<file path="config.mk">
export PLATFORM = sky130hd
export DESIGN_NAME = kd_tree_controller
export DESIGN_NICKNAME = d
export VERILOG_FILES = /design/src/rtl/kd_ctrl_pkg.sv /design/src/rtl/ctrl_sync_fifo.sv /design/src/rtl/kd_tree_controller.sv
export SDC_FILE = /design/constraint.sdc
export NUM_CORES = 1
export LEC_CHECK = 0
export ABC_AREA = 1
export CAP_MARGIN = 30
export CORE_ASPECT_RATIO = 0.8
export CORE_MARGIN = 3
export CORE_UTILIZATION = 45
export CTS_BUF_LIST = sky130_fd_sc_hd__clkbuf_8 sky130_fd_sc_hd__clkbuf_16
export CTS_CLUSTER_SIZE = 8
export DETAILED_ROUTE_END_ITERATION = 8
export DONT_BUFFER_PORTS = 1
export GPL_TIMING_DRIVEN = 0
export PLACE_DENSITY = 0.66
export SYNTH_ARGS = -nofsm -noshare
export SYNTH_HDL_FRONTEND = slang
export SYNTH_HIERARCHICAL = 1
export SYNTH_SLANG_ARGS = --single-unit
export TNS_END_PERCENT = 50
</file>
<file path="constraint.sdc">
create_clock -name clk -period 3.7 [get_ports clk]
set_input_delay 0.37 -clock clk [delete_from_list [all_inputs] [get_ports clk]]
set_output_delay 0.37 -clock clk [all_outputs]
set_load 0.05 [all_outputs]
</file>
<file path="src/rtl/kd_ctrl_pkg.sv">
// kd_ctrl_pkg: shared types and default widths for the kd-tree controller.
//   - kd_state_e  : controller FSM encoding, visible on the state port
//   - kd_result_t : {tag, leaf} pair delivered to the leaf consumer
//   - KD_*        : default widths for the controller parameters
package kd_ctrl_pkg;

    localparam int KD_PATCH_W    = 55;   // 5 x 11-bit signed components
    localparam int KD_INTERNAL_W = 22;
    localparam int KD_ADDR_W     = 8;
    localparam int KD_TAG_W      = 8;

    typedef enum logic [1:0] {
        ST_IDLE  = 2'd0,
        ST_LOAD  = 2'd1,
        ST_QUERY = 2'd2,
        ST_DRAIN = 2'd3
    } kd_state_e;

    typedef struct packed {
        logic [KD_TAG_W-1:0]  tag;
        logic [KD_ADDR_W-1:0] leaf;
    } kd_result_t;

endpackage

</file>
<file path="src/rtl/ctrl_sync_fifo.sv">
// ctrl_sync_fifo: single-clock show-ahead FIFO with occupancy count.
//   clk, rst      : clock, synchronous active-high reset (empties the FIFO)
//   push_i/data_i : write request and data (ignored when full without pop)
//   pop_i         : read request (ignored when empty)
//   data_o        : head entry, valid whenever empty_o is low
//   empty_o       : no entries
//   count_o       : number of entries, 0..DEPTH
// DEPTH must be a power of two (>= 2) so the pointers wrap naturally.
module ctrl_sync_fifo #(
    parameter int WIDTH = 8,
    parameter int DEPTH = 8,
    localparam int AW = $clog2(DEPTH),
    localparam int CW = AW + 1
) (
    input  logic             clk,
    input  logic             rst,
    input  logic             push_i,
    input  logic [WIDTH-1:0] data_i,
    input  logic             pop_i,
    output logic [WIDTH-1:0] data_o,
    output logic             empty_o,
    output logic [CW-1:0]    count_o
);

    logic [WIDTH-1:0] mem_q [DEPTH];
    logic [AW-1:0]    wr_ptr_q, rd_ptr_q;
    logic [CW-1:0]    count_q;
    logic             full, do_push, do_pop;

    assign empty_o = (count_q == '0);
    assign full    = (count_q == CW'(DEPTH));
    assign count_o = count_q;
    assign data_o  = mem_q[rd_ptr_q];

    assign do_pop  = pop_i && !empty_o;
    // A pop frees the head slot this cycle, so a full FIFO may still accept.
    assign do_push = push_i && (!full || do_pop);

    always_ff @(posedge clk) begin
        if (rst) begin
            wr_ptr_q <= '0;
            rd_ptr_q <= '0;
            count_q  <= '0;
        end else begin
            if (do_push) wr_ptr_q <= wr_ptr_q + AW'(1);
            if (do_pop)  rd_ptr_q <= rd_ptr_q + AW'(1);
            count_q <= count_q + CW'(do_push) - CW'(do_pop);
        end
    end

    // Storage needs no reset: entries are only read once counted.
    always_ff @(posedge clk) begin
        if (do_push) mem_q[wr_ptr_q] <= data_i;
    end

endmodule

</file>
<file path="src/rtl/kd_tree_controller.sv">
// kd_tree_controller: loads the internal-node table of the kd-tree, then
// issues patch queries into the non-stallable traversal pipeline and pairs
// each returned leaf index with the tag of the query that produced it.
//   clk, rst                 : clock, synchronous active-high reset
//   start_load               : request a (re)load of the node table
//   node_valid/data/ready    : node words from the aggregator
//   tree_fsm_enable          : high only while loading node storage
//   tree_sender_enable/data  : registered node word towards the tree
//   tree_patch_en/in         : registered query patch towards the tree
//   tree_leaf_valid/index    : leaf returned by the tree (in issue order)
//   query_valid/ready/patch/tag : query source handshake
//   result_valid/ready/leaf/tag : result consumer handshake
//   state, nodes_loaded      : status
//   err_orphan               : sticky, leaf returned with no tag outstanding
module kd_tree_controller
    import kd_ctrl_pkg::*;
#(
    parameter int PATCH_WIDTH    = KD_PATCH_W,
    parameter int INTERNAL_WIDTH = KD_INTERNAL_W,
    parameter int ADDRESS_WIDTH  = KD_ADDR_W,
    parameter int NUM_NODES      = 63,
    parameter int TAG_WIDTH      = KD_TAG_W,
    parameter int MAX_INFLIGHT   = 8
) (
    input  logic                      clk,
    input  logic                      rst,
    input  logic                      start_load,
    input  logic                      node_valid,
    input  logic [INTERNAL_WIDTH-1:0] node_data,
    output logic                      node_ready,
    output logic                      tree_fsm_enable,
    output logic                      tree_sender_enable,
    output logic [INTERNAL_WIDTH-1:0] tree_sender_data,
    output logic                      tree_patch_en,
    output logic [PATCH_WIDTH-1:0]    tree_patch_in,
    input  logic                      tree_leaf_valid,
    input  logic [ADDRESS_WIDTH-1:0]  tree_leaf_index,
    input  logic                      query_valid,
    output logic                      query_ready,
    input  logic [PATCH_WIDTH-1:0]    query_patch,
    input  logic [TAG_WIDTH-1:0]      query_tag,
    output logic                      result_valid,
    input  logic                      result_ready,
    output logic [ADDRESS_WIDTH-1:0]  result_leaf,
    output logic [TAG_WIDTH-1:0]      result_tag,
    output logic [1:0]                state,
    output logic [ADDRESS_WIDTH-1:0]  nodes_loaded,
    output logic                      err_orphan
);

    localparam int CW = $clog2(MAX_INFLIGHT) + 1;
    localparam int RW = TAG_WIDTH + ADDRESS_WIDTH;
    localparam logic [CW:0] MAX_CREDIT = (CW+1)'(MAX_INFLIGHT);

    kd_state_e                 state_q, state_d;
    logic [ADDRESS_WIDTH-1:0]  nodes_q, nodes_d;
    logic                      sender_en_q;
    logic [INTERNAL_WIDTH-1:0] sender_data_q;
    logic                      patch_en_q;
    logic [PATCH_WIDTH-1:0]    patch_in_q;
    logic                      err_orphan_q;

    logic                      node_acc, query_acc, leaf_ok, leaf_orphan;
    logic                      tag_empty, res_empty;
    logic [CW-1:0]             tag_cnt, res_cnt;
    logic [CW:0]               inflight;
    logic [TAG_WIDTH-1:0]      tag_head;
    logic [RW-1:0]             res_head;

    // Credit covers both FIFOs: each query in flight either holds a tag or,
    // once its leaf returns, a result slot, so the tree can never overrun.
    assign inflight    = {1'b0, tag_cnt} + {1'b0, res_cnt};
    assign node_ready  = (state_q == ST_LOAD);
    assign query_ready = (state_q == ST_QUERY) && (inflight < MAX_CREDIT);
    assign node_acc    = node_valid && node_ready;
    assign query_acc   = query_valid && query_ready;
    // A non-empty tag FIFO can only exist in QUERY/DRAIN. Stray leaves in
    // IDLE/LOAD (e.g. pipeline leftovers after a reset) are silently ignored.
    assign leaf_ok     = tree_leaf_valid && !tag_empty;
    assign leaf_orphan = tree_leaf_valid && tag_empty &&
                         (state_q == ST_QUERY || state_q == ST_DRAIN);

    always_comb begin
        state_d = state_q;
        nodes_d = nodes_q;
        case (state_q)
            ST_IDLE: begin
                if (start_load) begin
                    state_d = ST_LOAD;
                    nodes_d = '0;
                end
            end
            ST_LOAD: begin
                if (start_load) begin
                    nodes_d = '0;
                end else if (node_acc) begin
                    if (nodes_q != ADDRESS_WIDTH'(NUM_NODES))
                        nodes_d = nodes_q + ADDRESS_WIDTH'(1);
                    if (nodes_q == ADDRESS_WIDTH'(NUM_NODES - 1))
                        state_d = ST_QUERY;
                end
            end
            ST_QUERY: begin
                if (start_load) state_d = ST_DRAIN;
            end
            ST_DRAIN: begin
                // Results may still be queued; only outstanding tags block.
                if (tag_empty) begin
                    state_d = ST_LOAD;
                    nodes_d = '0;
                end
            end
            default: state_d = ST_IDLE;
        endcase
    end

    always_ff @(posedge clk) begin
        if (rst) begin
            state_q       <= ST_IDLE;
            nodes_q       <= '0;
            sender_en_q   <= 1'b0;
            sender_data_q <= '0;
            patch_en_q    <= 1'b0;
            patch_in_q    <= '0;
            err_orphan_q  <= 1'b0;
        end else begin
            state_q     <= state_d;
            nodes_q     <= nodes_d;
            sender_en_q <= node_acc;
            if (node_acc)  sender_data_q <= node_data;
            patch_en_q  <= query_acc;
            if (query_acc) patch_in_q <= query_patch;
            if (leaf_orphan) err_orphan_q <= 1'b1;
        end
    end

    ctrl_sync_fifo #(.WIDTH(TAG_WIDTH), .DEPTH(MAX_INFLIGHT)) u_tag_fifo (
        .clk     (clk),
        .rst     (rst),
        .push_i  (query_acc),
        .data_i  (query_tag),
        .pop_i   (leaf_ok),
        .data_o  (tag_head),
        .empty_o (tag_empty),
        .count_o (tag_cnt)
    );

    ctrl_sync_fifo #(.WIDTH(RW), .DEPTH(MAX_INFLIGHT)) u_res_fifo (
        .clk     (clk),
        .rst     (rst),
        .push_i  (leaf_ok),
        .data_i  ({tag_head, tree_leaf_index}),
        .pop_i   (result_valid && result_ready),
        .data_o  (res_head),
        .empty_o (res_empty),
        .count_o (res_cnt)
    );

    assign tree_fsm_enable    = (state_q == ST_LOAD);
    assign tree_sender_enable = sender_en_q;
    assign tree_sender_data   = sender_data_q;
    assign tree_patch_en      = patch_en_q;
    assign tree_patch_in      = patch_in_q;
    assign result_valid       = !res_empty;
    assign result_leaf        = res_head[ADDRESS_WIDTH-1:0];
    assign result_tag         = res_head[RW-1:ADDRESS_WIDTH];
    assign state              = state_q;
    assign nodes_loaded       = nodes_q;
    assign err_orphan         = err_orphan_q;

endmodule

</file>
## Word-level counts from Yosys, hierarchy flattened

Memories as Yosys holds them, arrays and structs flattened. A register that Yosys moved wholly into a read port is not among the register bits.
Cells that the tools add are included.

| operators by class | value |
|---|---|
| add/subtract/negate cells | 10 |
| reductions and logical operators | 24 |
| order comparisons | 1 |
| mux-type cells | 21 |
| equality and inequality tests | 15 |

Operators with widths:

| kind | number |
|---|---|
| 8-bit two-way mux | 5 |
| 8-bit case mux with 3 select lines | 1 |
| 3-bit by 1-bit adder with 3-bit output, second input constant | 4 |
| 2-bit two-way mux | 6 |
| 3-bit two-way mux | 4 |
| 1-bit logical AND | 11 |
| 4-bit by 1-bit adder with 4-bit output | 2 |
| 8-bit by 1-bit adder with 8-bit output, second input constant | 1 |
| 4-bit == test, second input constant | 2 |
| 8-bit by 6-bit == test with 1-bit output, second input constant | 1 |
| 4-bit logical NOT | 2 |
| 2-bit inequality test, second input constant | 4 |
| 8-bit by 6-bit inequality test with 1-bit output, second input constant | 1 |
| 2-bit case mux with 4 select lines | 1 |
| 4-bit by 1-bit subtractor with 4-bit output | 2 |
| 3-bit by 2-bit inequality test with 1-bit output, second input constant | 2 |
| 6-bit AND reduction | 1 |
| 4-bit by 4-bit adder with 5-bit output | 1 |
| 5-bit by 4-bit less-than comparator with 1-bit output, second input constant | 1 |
| 5-bit AND reduction | 1 |
| 2-bit == test, second input constant | 2 |
| 1-bit logical NOT | 4 |
| 1-bit two-way mux | 4 |
| 2-bit by 1-bit inequality test with 1-bit output, second input constant | 2 |
| 4 further kinds | 6 |

| storage, ports and cells | value |
|---|---|
| flip-flop bits (word level) | 110 |
| RAM bits | 192 |
| memories kept | 2 |
| word-level logic and storage cells | 86 |

Memories:

| memory | depth | bits a word | rd ports | clocked after Yosys merged registers in | wr ports | RTL line | RTL |
|---|---|---|---|---|---|---|---|
| u_res_fifo.mem_q | 8 | 16 | 1 | 1 | 1 | ctrl_sync_fifo.sv:25 | `logic [WIDTH-1:0] mem_q [DEPTH];` |
| u_tag_fifo.mem_q | 8 | 8 | 1 | 1 | 1 | ctrl_sync_fifo.sv:25 |  |

## Depth between registers and ports, before layout

Gate-level depths: netlist of the first run.

| logic depth | value |
|---|---|
| depth in word-level cells | 8 |
| mapped depth | 18 |
| depth with buffers taken out | 16 |

## Hierarchy

Netlist of the first run, hierarchy kept.

Modules (own cells, without submodules):

| module | area an instance (µm²) | instances | cells an instance |
|---|---|---|---|
| ctrl_sync_fifo (u_res_fifo) | 5766.8 | 1 | 485 |
| kd_tree_controller | 3753.6 | 1 | 486 |
| ctrl_sync_fifo (u_tag_fifo) | 3291.9 | 1 | 288 |

## Worst setup path before layout of the first run

OpenSTA, ideal clock, no wires.

| path | value |
|---|---|
| path kind | register -> register |
| start point | register u_tag_fifo.count_q[2], in the netlist u_tag_fifo/count_o[2] |
| end point | memory u_res_fifo/mem_q[6][0] (netlist bit) (enable) |
| slack | 0.574 ns |
| required time | 3.291 ns |
| stages on the path, launching flop included | 9 |
| setup time | 0.409 ns |
| arrival | 2.716 ns |
| cell sequence | dfxtp_1 > inv_1 > ha_1 > nand2_4 > inv_1 > nor2_1 > clkbuf_1 > nand2_1 > nor3_1 |

| on the way | value |
|---|---|
| longest elaborated chain between the ends | 6 |

RTL lines:

| what | RTL line | RTL |
|---|---|---|
| start: declaration | ctrl_sync_fifo.sv:27 | `logic [CW-1:0] count_q;` |
| start signal: assignment | ctrl_sync_fifo.sv:47 | `count_q <= count_q + CW'(do_push) - CW'(do_pop);` |
| 4-bit logical NOT | ctrl_sync_fifo.sv:30 | `assign empty_o = (count_q == '0);` |
| named net tag_empty | kd_tree_controller.sv:64 | `logic tag_empty, res_empty;` |
| 1-bit logical NOT | kd_tree_controller.sv:79 | `assign leaf_ok = tree_leaf_valid && !tag_empty;` |
| 1-bit logical AND | kd_tree_controller.sv:79 |  |
| named net leaf_ok | kd_tree_controller.sv:63 | `logic node_acc, query_acc, leaf_ok, leaf_orphan;` |
| 1-bit logical AND | ctrl_sync_fifo.sv:37 | `assign do_push = push_i && (!full \|\| do_pop);` |
| 1-bit two-way mux | ctrl_sync_fifo.sv:53 | `if (do_push) mem_q[wr_ptr_q] <= data_i;` |
| 1-bit two-way mux (not written as such) | ctrl_sync_fifo.sv:53 |  |
| end: declaration | ctrl_sync_fifo.sv:25 |  |

The timed path passes the listed nets, and every way through them passes these cells.

## Worst setup path in the final report of the first run

| path | value |
|---|---|
| start point | register u_tag_fifo.count_q[2], in the netlist u_tag_fifo/count_o[2] |
| end point | memory u_res_fifo/mem_q[6][9] (netlist bit) (enable) |

The elaborated chain is that of the path after synthesis.

==> results.md, run 1 <==
Timing:
- The timing-limited maximum frequency is 0.311 GHz.
- The sum of negative setup slack is 0 ns.
- The number of pins with negative max-slew slack in the final report is 0.
- The portion of the clock cycle consumed by the worst path in the final layout is 0.870.
- Setup repair after global routing left no endpoint under its margin.
- The transition at the pin with the smallest max-transition slack is 0.994 ns.
- Setup violations remaining at the end of the flow were counted as 0.
- The worst pin sits at a relative slew slack of 0.334.
- The number of hold violations in the final report is 0.
- Clock skew on the completed layout was measured at 0.0232 ns.
- Subtracting the final worst setup slack from the clock period gives 3.22 ns.

Setup path:
- The dominant cell type by count on the critical path is sky130_fd_sc_hd__inv_1.
- The largest fanout on the critical path is 9.
- The number of buffers and inverters on the critical path is 4.
- The setup check on the worst reg-to-reg path leaves a slack of 0.48 ns.
- Data on the critical path is required at its endpoint by 3.95 ns.
- The worst setup path is of the reg -> reg kind.
- The largest stage delay on the critical path is 0.79 ns.
- Traced cell by cell, the critical path runs through inv_1 > ha_1 > nand2_4 > inv_1 > nor2_1 > clkbuf_1 > nand2_1 > nor3_2 > buf_6.
- For the worst flop-to-flop path, the logic depth is 9.
- The kind of cell adding the most delay to the critical path is simple AND/OR/NAND/NOR gates.
- The worst setup path is captured at a flop.
- In this run the critical register-to-register path is captured at u_res_fifo/mem_q[6][9]$_DFFE_PP_.
- The critical path startpoint category is a flop.
- The cell at the slowest stage of the critical path is sky130_fd_sc_hd__nor3_2.
- At the worst endpoint, the arrival time is 3.46 ns.
- The worst reg2reg path startpoint is u_tag_fifo/count_o[2]$_SDFF_PP0_.

Global routing:
- The largest net degree at the start of global routing is 13.
- The first global-routing pass estimated 49300 um of wire.
- The number of global-route vias before repair was 9124.
- The global routing usage summed across all routing layers is 0.202.
- The number of antenna violations at the first check in global routing is 1.
- The overflow left after global routing is 0.

Place:
- The final estimated routing congestion in global placement is 0.859.
- The detailed-placement wirelength estimate is 20700 um.
- The number of I/O port buffers is 0.

Drt:
- For this block, the routed nets add up to 31400 um of wire.
- For this run, design rule violations remaining after detail routing come to 0.
- The detailed router placed 9296 vias in this run.
- In the routed layout, each cell is associated on average with a via count of 5.23.
- The average wire length per cell after detail routing is 17.7 um.
- The remaining antenna violation count after routing is 0.
- The pre-antenna-repair detailed-routing pass consisted of 5 iterations.
- For this block, the initial DRC count from the detailed router was 612.

Run status:
- The run finished with clean final reports.

Logic synthesis:
- Synthesis handed over a netlist of 1259 instances.
- The distinct cell type count of the synthesized netlist is 38.
- The share of the Yosys chip area taken by registers is 0.631.
- In the post-synthesis netlist, the biggest area contributors are sky130_fd_sc_hd__edfxtp_1 (45%), sky130_fd_sc_hd__dfxtp_1 (18%), sky130_fd_sc_hd__nand2_1 (6.8%).
- The number of synthesized flops with an enable pin is 192.
- For this run, the leading register cell type out of synthesis is sky130_fd_sc_hd__edfxtp_1.
- The average instance in the mapped netlist occupies 10.2 um2.
- The number of nets handed over by synthesis was 1386.
- Of the post-synthesis cell area, the dominant cell type holds 0.450.
- The number of synthesis warnings is 6.
- The synthesized netlist occupies a cell area of 12800 um2.
- The synthesized flop and latch total is 308.
- The async set-reset flop share out of synthesis is 0.
- The largest total area in the synthesized netlist belongs to sky130_fd_sc_hd__edfxtp_1.

Clocking:
- The count of H-tree levels built during CTS is 2.
- The clock tree from TritonCTS is done.
- The root buffer cell is sky130_fd_sc_hd__clkbuf_16.
- The number of buffers added to fix hold violations after cts is 78.
- The number of setup buffers added after CTS is 0.
- After clock tree synthesis, the clock-pin slew on the worst setup and hold paths is 0.05 ns.
- Gates resized during post-CTS repair numbered 0.
- The longest clock path from root to sink contains 3 buffers.
- For the worst-skew pair, the clock arrives at the later sink with an insertion delay of 0.54 ns.
- Counting every sink on the clock net gives 308.
- The total clock buffers created by CTS is 44.

Floorplanning:
- The area of the die is 30500 um2.
- The initialized floorplan defines 54 standard-cell rows.
- The number of ports placed on the die boundary is 210.
- The die span in x is 195 um.
- The initial standard-cell utilization of the core is 0.464.
- The area of the core region is 27600 um2.
- Measured along the y axis, the die boundary spans 157 um.

Pwr:
- Of the total power, the share spent switching nets is 0.365.
- The part of the total power dissipated in the clock network is 0.316.
- The share of total power dissipated in sequential elements is 0.415.
- Internal power comes to 7.06 mW.
- The total power after layout is 11.1 mW.
- In this run the static leakage power is 5.69 nW.
- The net switching component of the power is 4.05 mW.
- Across the VDD grid, the largest voltage drop is 0.415 mV.
- The part of the power in combinational logic is 0.269.
- The total power divided by cell area is 721 nW/um2.

Worst hold path:
- The worst min-delay path endpoint is tree_sender_data[1]$_SDFFE_PP0N_.
- The worst hold path stage count is 2.
- The launch instance of the worst min-delay path is node_data[1].
- The worst hold path class is in -> reg.

Cells and area:
- The total area of multi-input combinational cells is 4050 um2.
- After the last flow step, the layout net total stands at 1519.
- The share of cells above drive strength 1 is 0.128.
- The number of antenna diodes is 0.
- The number of fill cells in the layout is 2273.
- The final cell utilization of the core is 0.558.
- The layout overhead on the synthesized area is 20.3%.
- The area used by sequential logic in the layout is 8090 um2.

Run:
- The tool flagged a number of max-cap violations equal to 0.
==> metal layers <==
layer / up-vias / share of wire / global-route usage
li1: 4497 / - / -
met4: 2 / 0.015 / 0.0571
met5: - / 0.00041 / 0
met2: 416 / 0.47 / 0.328
met3: 41 / 0.096 / 0.0623
met1: 4340 / 0.42 / 0.266
==> synth_stat cells, types with 12 or more instances <==
master and number:
sky130_fd_sc_hd__a21oi_1 60, sky130_fd_sc_hd__a21oi_2 20, sky130_fd_sc_hd__buf_2 20, sky130_fd_sc_hd__buf_6 13, sky130_fd_sc_hd__clkbuf_1 12, sky130_fd_sc_hd__dfxtp_1 116
sky130_fd_sc_hd__edfxtp_1 192, sky130_fd_sc_hd__ha_1 25, sky130_fd_sc_hd__inv_1 61, sky130_fd_sc_hd__nand2_1 231, sky130_fd_sc_hd__nand2_2 24, sky130_fd_sc_hd__nand3_1 21
sky130_fd_sc_hd__nor2_1 230, sky130_fd_sc_hd__o21ai_0 103, sky130_fd_sc_hd__o21ai_1 70
==> area by class of cell <==
| type | count | area share |
|---|---|---|
| clock buffers | 44 | 0.0714 |
| clock inverters | 22 | 0.00787 |
| multi-input cells | 824 | 0.263 |
| well taps | 364 | 0.0295 |
| repair buffers | 87 | 0.0580 |
| plain buffers | 62 | 0.0300 |
| inverters | 65 | 0.0158 |
| flip-flops and latches | 308 | 0.525 |
==> how the worst max path moves through the flow <==
stage	start	depth (start not counted)	end
floorplan	u_tag_fifo/count_o[2]$_SDFF_PP0_	8	u_res_fifo/mem_q[6][0]$_DFFE_PP_
global placement	u_tag_fifo/count_o[2]$_SDFF_PP0_	8	u_res_fifo/mem_q[4][4]$_DFFE_PP_
detailed placement	state[1]$_SDFFE_PP0P_	10	u_tag_fifo/mem_q[0][0]$_DFFE_PP_
CTS	state[1]$_SDFFE_PP0P_	10	u_tag_fifo/mem_q[0][0]$_DFFE_PP_
global route	state[1]$_SDFFE_PP0P_	10	u_tag_fifo/mem_q[0][2]$_DFFE_PP_
finish	u_tag_fifo/count_o[2]$_SDFF_PP0_	9	u_res_fifo/mem_q[6][9]$_DFFE_PP_
==> placed cells by master, fill, tap and decap left out, types with 24 or more instances in the layout <==
cell type	Yosys	routed
sky130_fd_sc_hd__dlygate4sd3_1	0	78
sky130_fd_sc_hd__nand2_1	231	231
sky130_fd_sc_hd__nand2_2	24	24
sky130_fd_sc_hd__clkbuf_16	0	44
sky130_fd_sc_hd__edfxtp_1	192	192
sky130_fd_sc_hd__a21oi_1	60	60
sky130_fd_sc_hd__dfxtp_1	116	116
sky130_fd_sc_hd__o21ai_0	103	103
sky130_fd_sc_hd__nor2_1	230	226
sky130_fd_sc_hd__inv_1	61	79
sky130_fd_sc_hd__ha_1	25	25
sky130_fd_sc_hd__o21ai_1	70	70
==> flip-flops by register name, indices dropped and copies added (netlist names), 2 cells and up, named ones only <==
name                 flops
u_tag_fifo/count_o       4
tree_patch_in           55
u_res_fifo/wr_ptr_q      3
nodes_loaded             8
u_res_fifo/rd_ptr_q      3
u_res_fifo/mem_q       128
u_tag_fifo/mem_q        64
u_tag_fifo/wr_ptr_q      3
state                    2
tree_sender_data        22
u_tag_fifo/rd_ptr_q      3
u_res_fifo/count_o       4
==> stage by stage <==
stage               std cells  instance area, um2  setup slack (ns)  hold WS, ns
finish                   1776               15400             0.482       0.0234
floorplan                1259               12800             0.574        0.437
CTS                      1776               15400             0.437      0.00222
detailed placement       1632               13400             0.448        0.444
global placement         1623               13300            -0.616        0.445
global route             1776               15400             0.216      0.00506
==> cell families (layout without fill, tap and decap cells) <==
family,count (synthesis),after routing,synth area share
buffers and inverters,127,280,0.0551
AOI/OAI and AO/OA,254,254,0.105
adders and majority gates,27,27,0.0275
and+or+nand+nor,540,540,0.179
xor gates and xnor gates,3,3,0.00205
DFF,308,308,0.631
==> power by group through the flow <==
| stage | Sequential (mW) | Combinational, mW | Clock (mW) |
|---|---|---|---|
| floorplan | 4.61 | 2.25 | 0 |
| global placement | 4.68 | 2.78 | 0 |
| detailed placement | 4.68 | 2.89 | 0 |
| CTS | 4.61 | 2.98 | 3.60 |
| global route | 4.64 | 3.33 | 3.74 |
| finish | 4.61 | 2.99 | 3.51 |
Power figures use the tool's default switching activity.
==> inputs of run 2 (changes only) <==
--- a/config.mk
+++ b/config.mk
@@ -10,7 +10,6 @@
 export CORE_ASPECT_RATIO = 0.8
 export CORE_MARGIN = 3
 export CORE_UTILIZATION = 45
-export CTS_BUF_LIST = sky130_fd_sc_hd__clkbuf_8 sky130_fd_sc_hd__clkbuf_16
 export CTS_CLUSTER_SIZE = 8
 export DETAILED_ROUTE_END_ITERATION = 8
 export DONT_BUFFER_PORTS = 1
==> results.md, run 2 (same netlist as run 1, synthesis figures left out) <==
Global routing:
- The largest net degree at the start of global routing is 13.
- The number of antenna violations at the first check in global routing is 1.
- The total overflow left after global routing is 0.
- The number of global-route vias before repair was 9124.
- The wire length of the first global-routing pass is 49300 um.
- The global routing usage summed across all routing layers is 0.202.

Pwr:
- The total power divided by cell area is 724 nW/um2.
- IR analysis of the VDD net gives a maximum drop of 0.416 mV.
- The leakage power of the design is 5.61 nW.

Cells and area:
- The number of fill cells in the layout is 2273.
- Compared with the post-synthesis result, the final layout area differs by 20.3%.
- The most frequent standard cell in the layout excluding fill and tap cells is sky130_fd_sc_hd__nand2_1.
- In the layout the commonest cells are sky130_fd_sc_hd__nand2_1 (231), sky130_fd_sc_hd__nor2_1 (226), sky130_fd_sc_hd__edfxtp_1 (192), sky130_fd_sc_hd__dfxtp_1 (116), sky130_fd_sc_hd__o21ai_0 (103).
- The flip-flop count of the largest register, all copies and words added is 128.
- The number of antenna diodes is 0.
- Once layout is complete, the cells apart from fillers number 1776.
- Of the cells placed in the final design, the portion with a size suffix greater than 1 is 0.128.
- More flip-flops sit in one register than any other, and that register is u_res_fifo/mem_q.
- The net count of the finished layout is 1519.

Floorplanning:
- The die span in x is 195 um.
- The number of ports placed on the die boundary is 210.
- The area of the die is 30500 um2.
- The number of rows in the core area is 54.
- The area of the core region is 27600 um2.
- For this configuration, the core starts out at a cell density of 0.464.
- The die height is 157 um.

Clocking:
- Gates resized during post-CTS repair numbered 0.
- The clock tree from TritonCTS is done.
- After clock tree synthesis, the clock-pin slew on the worst setup and hold paths is 0.05 ns.
- The clock passes through at most 3 buffers.
- The total clock buffers created by CTS is 44.
- The clock reaches the later pin of the worst-skew pair after 0.54 ns.
- The clock tree synthesis step divided the H-tree into 2 levels.
- Counting every sink on the clock net gives 308.
- CTS placed an instance of sky130_fd_sc_hd__clkbuf_16 at the clock tree root.

Place:
- The detailed-placement wirelength estimate is 20700 um.
- The count of buffers added on input and output ports is 0.
- The congestion estimate from routability-driven global placement came to 0.859.
- Before CTS, the worst setup slack after placement is 0.448 ns.
- The total placed cells including tap cells is 1632.

Drt:
- In the final routed layout, each cell accounts on average for 17.7 um.
- Wires add up to 31300 um.
- The detailed router's first-iteration violation count is 605.
- After detailed routing, the number of remaining DRC violations is 0.
- The post-detailed-route via-to-cell ratio is 5.25.
- The detailed router placed 9322 vias in this run.
- Once detail routing completed, the nets flagged for antenna violations numbered 0.
- The count of TritonRoute iterations in the first routing pass is 6.

Timing:
- Adding up every negative setup slack in the final design gives 0 ns.
- On the final layout, the worst clock skew is 0.0256 ns.
- For this run, the top clock speed supported by timing is 0.312 GHz.
- The number of hold violations in the final report is 0.
- The number of setup violations in the final report is 0.
- Once routing completed, OpenROAD measured the worst setup slack at 0.497 ns.
- The final hold slack is 0.0233 ns.
- At the pin with the least slew margin, the transition time is 0.972 ns.
- The number of pins with negative max-slew slack in the final report is 0.
- The post-layout minimum cycle time is 3.20 ns.
- The portion of the clock cycle consumed by the worst path in the final layout is 0.866.
- Setup repair after global routing left no endpoint under its margin.
- In this run the tightest slew margin relative to its limit is 0.348.

Setup path:
- The worst setup path is launched from a flop.
- Setup slack on the worst reg-to-reg path comes out at 0.50 ns.
- Data on the critical path arrives at its endpoint at 3.45 ns.
- The worst reg-to-reg path cell count is 9.
- For the worst setup path, the data required time is 3.94 ns.
- The end of the worst register-to-register path is u_res_fifo/mem_q[6][9]$_DFFE_PP_.
- The largest fanout on the critical path is 9.
- The worst setup path is captured at a flop.
- The critical path start-end classification is reg -> reg.
- The worst register-to-register path begins at u_tag_fifo/count_o[2]$_SDFF_PP0_.

Worst hold path:
- The launch instance of the worst min-delay path is node_data[1].
- The min-delay analysis places its worst path in the category in -> reg.
- The worst hold path stage count is 2.
- The worst min-delay path endpoint is tree_sender_data[1]$_SDFFE_PP0N_.

Run status:
- The run finished with clean final reports.

Run:
- Max-cap violations in this run came to 0.
==> run 2: cell count changes in the layout (fill, tap and decap cells not counted), sizes merged <==
| cell | change |
|---|---|
| clkbuf | +18 |
| inv | -18 |
==> run 2: worst max path at each step <==
stage | start | endpoint | cells after the start
2_1_floorplan | u_tag_fifo/count_o[2]$_SDFF_PP0_ | u_res_fifo/mem_q[6][0]$_DFFE_PP_ | 8
3_3_place_gp | u_tag_fifo/count_o[2]$_SDFF_PP0_ | u_res_fifo/mem_q[4][4]$_DFFE_PP_ | 8
3_5_place_dp | state[1]$_SDFFE_PP0P_ | u_tag_fifo/mem_q[0][0]$_DFFE_PP_ | 10
4_1_cts | state[1]$_SDFFE_PP0P_ | u_tag_fifo/mem_q[0][0]$_DFFE_PP_ | 10
5_1_grt | state[1]$_SDFFE_PP0P_ | u_tag_fifo/mem_q[0][2]$_DFFE_PP_ | 10
6_report | u_tag_fifo/count_o[2]$_SDFF_PP0_ | u_res_fifo/mem_q[6][9]$_DFFE_PP_ | 9
==> run 2: timing repair <==
| action | CTS | global route |
|---|---|---|
| hold buffers | 78 | 0 |
| hold endpoints to repair | 201 | 0 |
| buffers inserted | 0 | 0 |
==> run 2: critical path, cell delays in order, from the launching register on <==
cell	delay (ns)
sky130_fd_sc_hd__dfxtp_1	0.34
sky130_fd_sc_hd__inv_1	0.08
sky130_fd_sc_hd__ha_1	0.23
sky130_fd_sc_hd__nand2_4	0.12
sky130_fd_sc_hd__inv_1	0.08
sky130_fd_sc_hd__nor2_1	0.46
sky130_fd_sc_hd__clkbuf_1	0.35
sky130_fd_sc_hd__nand2_1	0.22
sky130_fd_sc_hd__nor3_2	0.78
sky130_fd_sc_hd__buf_6	0.25
==> run 2: where the power goes <==
group / internal [mW] / switching [mW] / leakage [nW]
clock: 2.17 / 1.39 / 0.588
combinational: 0.886 / 2.10 / 2.35
sequential: 4.06 / 0.555 / 2.67
total: 7.11 / 4.05 / 5.61
==> run 2: layout make-up <==
type	instances	area (um2)	area share
sequential	308	8090	0.525
clock inverter	4	53.8	0.00349
multi-input combinational	824	4050	0.263
tap	364	455	0.0295
clock buffer	62	1170	0.0758
timing repair buffer	87	895	0.0580
buffer	62	462	0.0300
inverter	65	244	0.0158
==> run 2: metal layers <==
layer,share of wire,global-route usage,vias up
met2,0.47,0.328,404
met3,0.093,0.0623,41
met4,0.015,0.0571,2
met1,0.42,0.266,4377
met5,0.00041,0,-
li1,-,-,4498
==> run 2: stage by stage <==
step	power [mW]	utilization	area [um2]
floorplan	6.86	-	12800
global placement	7.46	0.480	13300
detailed placement	7.56	0.485	13400
CTS	11.2	0.558	15400
global route	11.8	0.558	15400
finish	11.2	0.558	15400
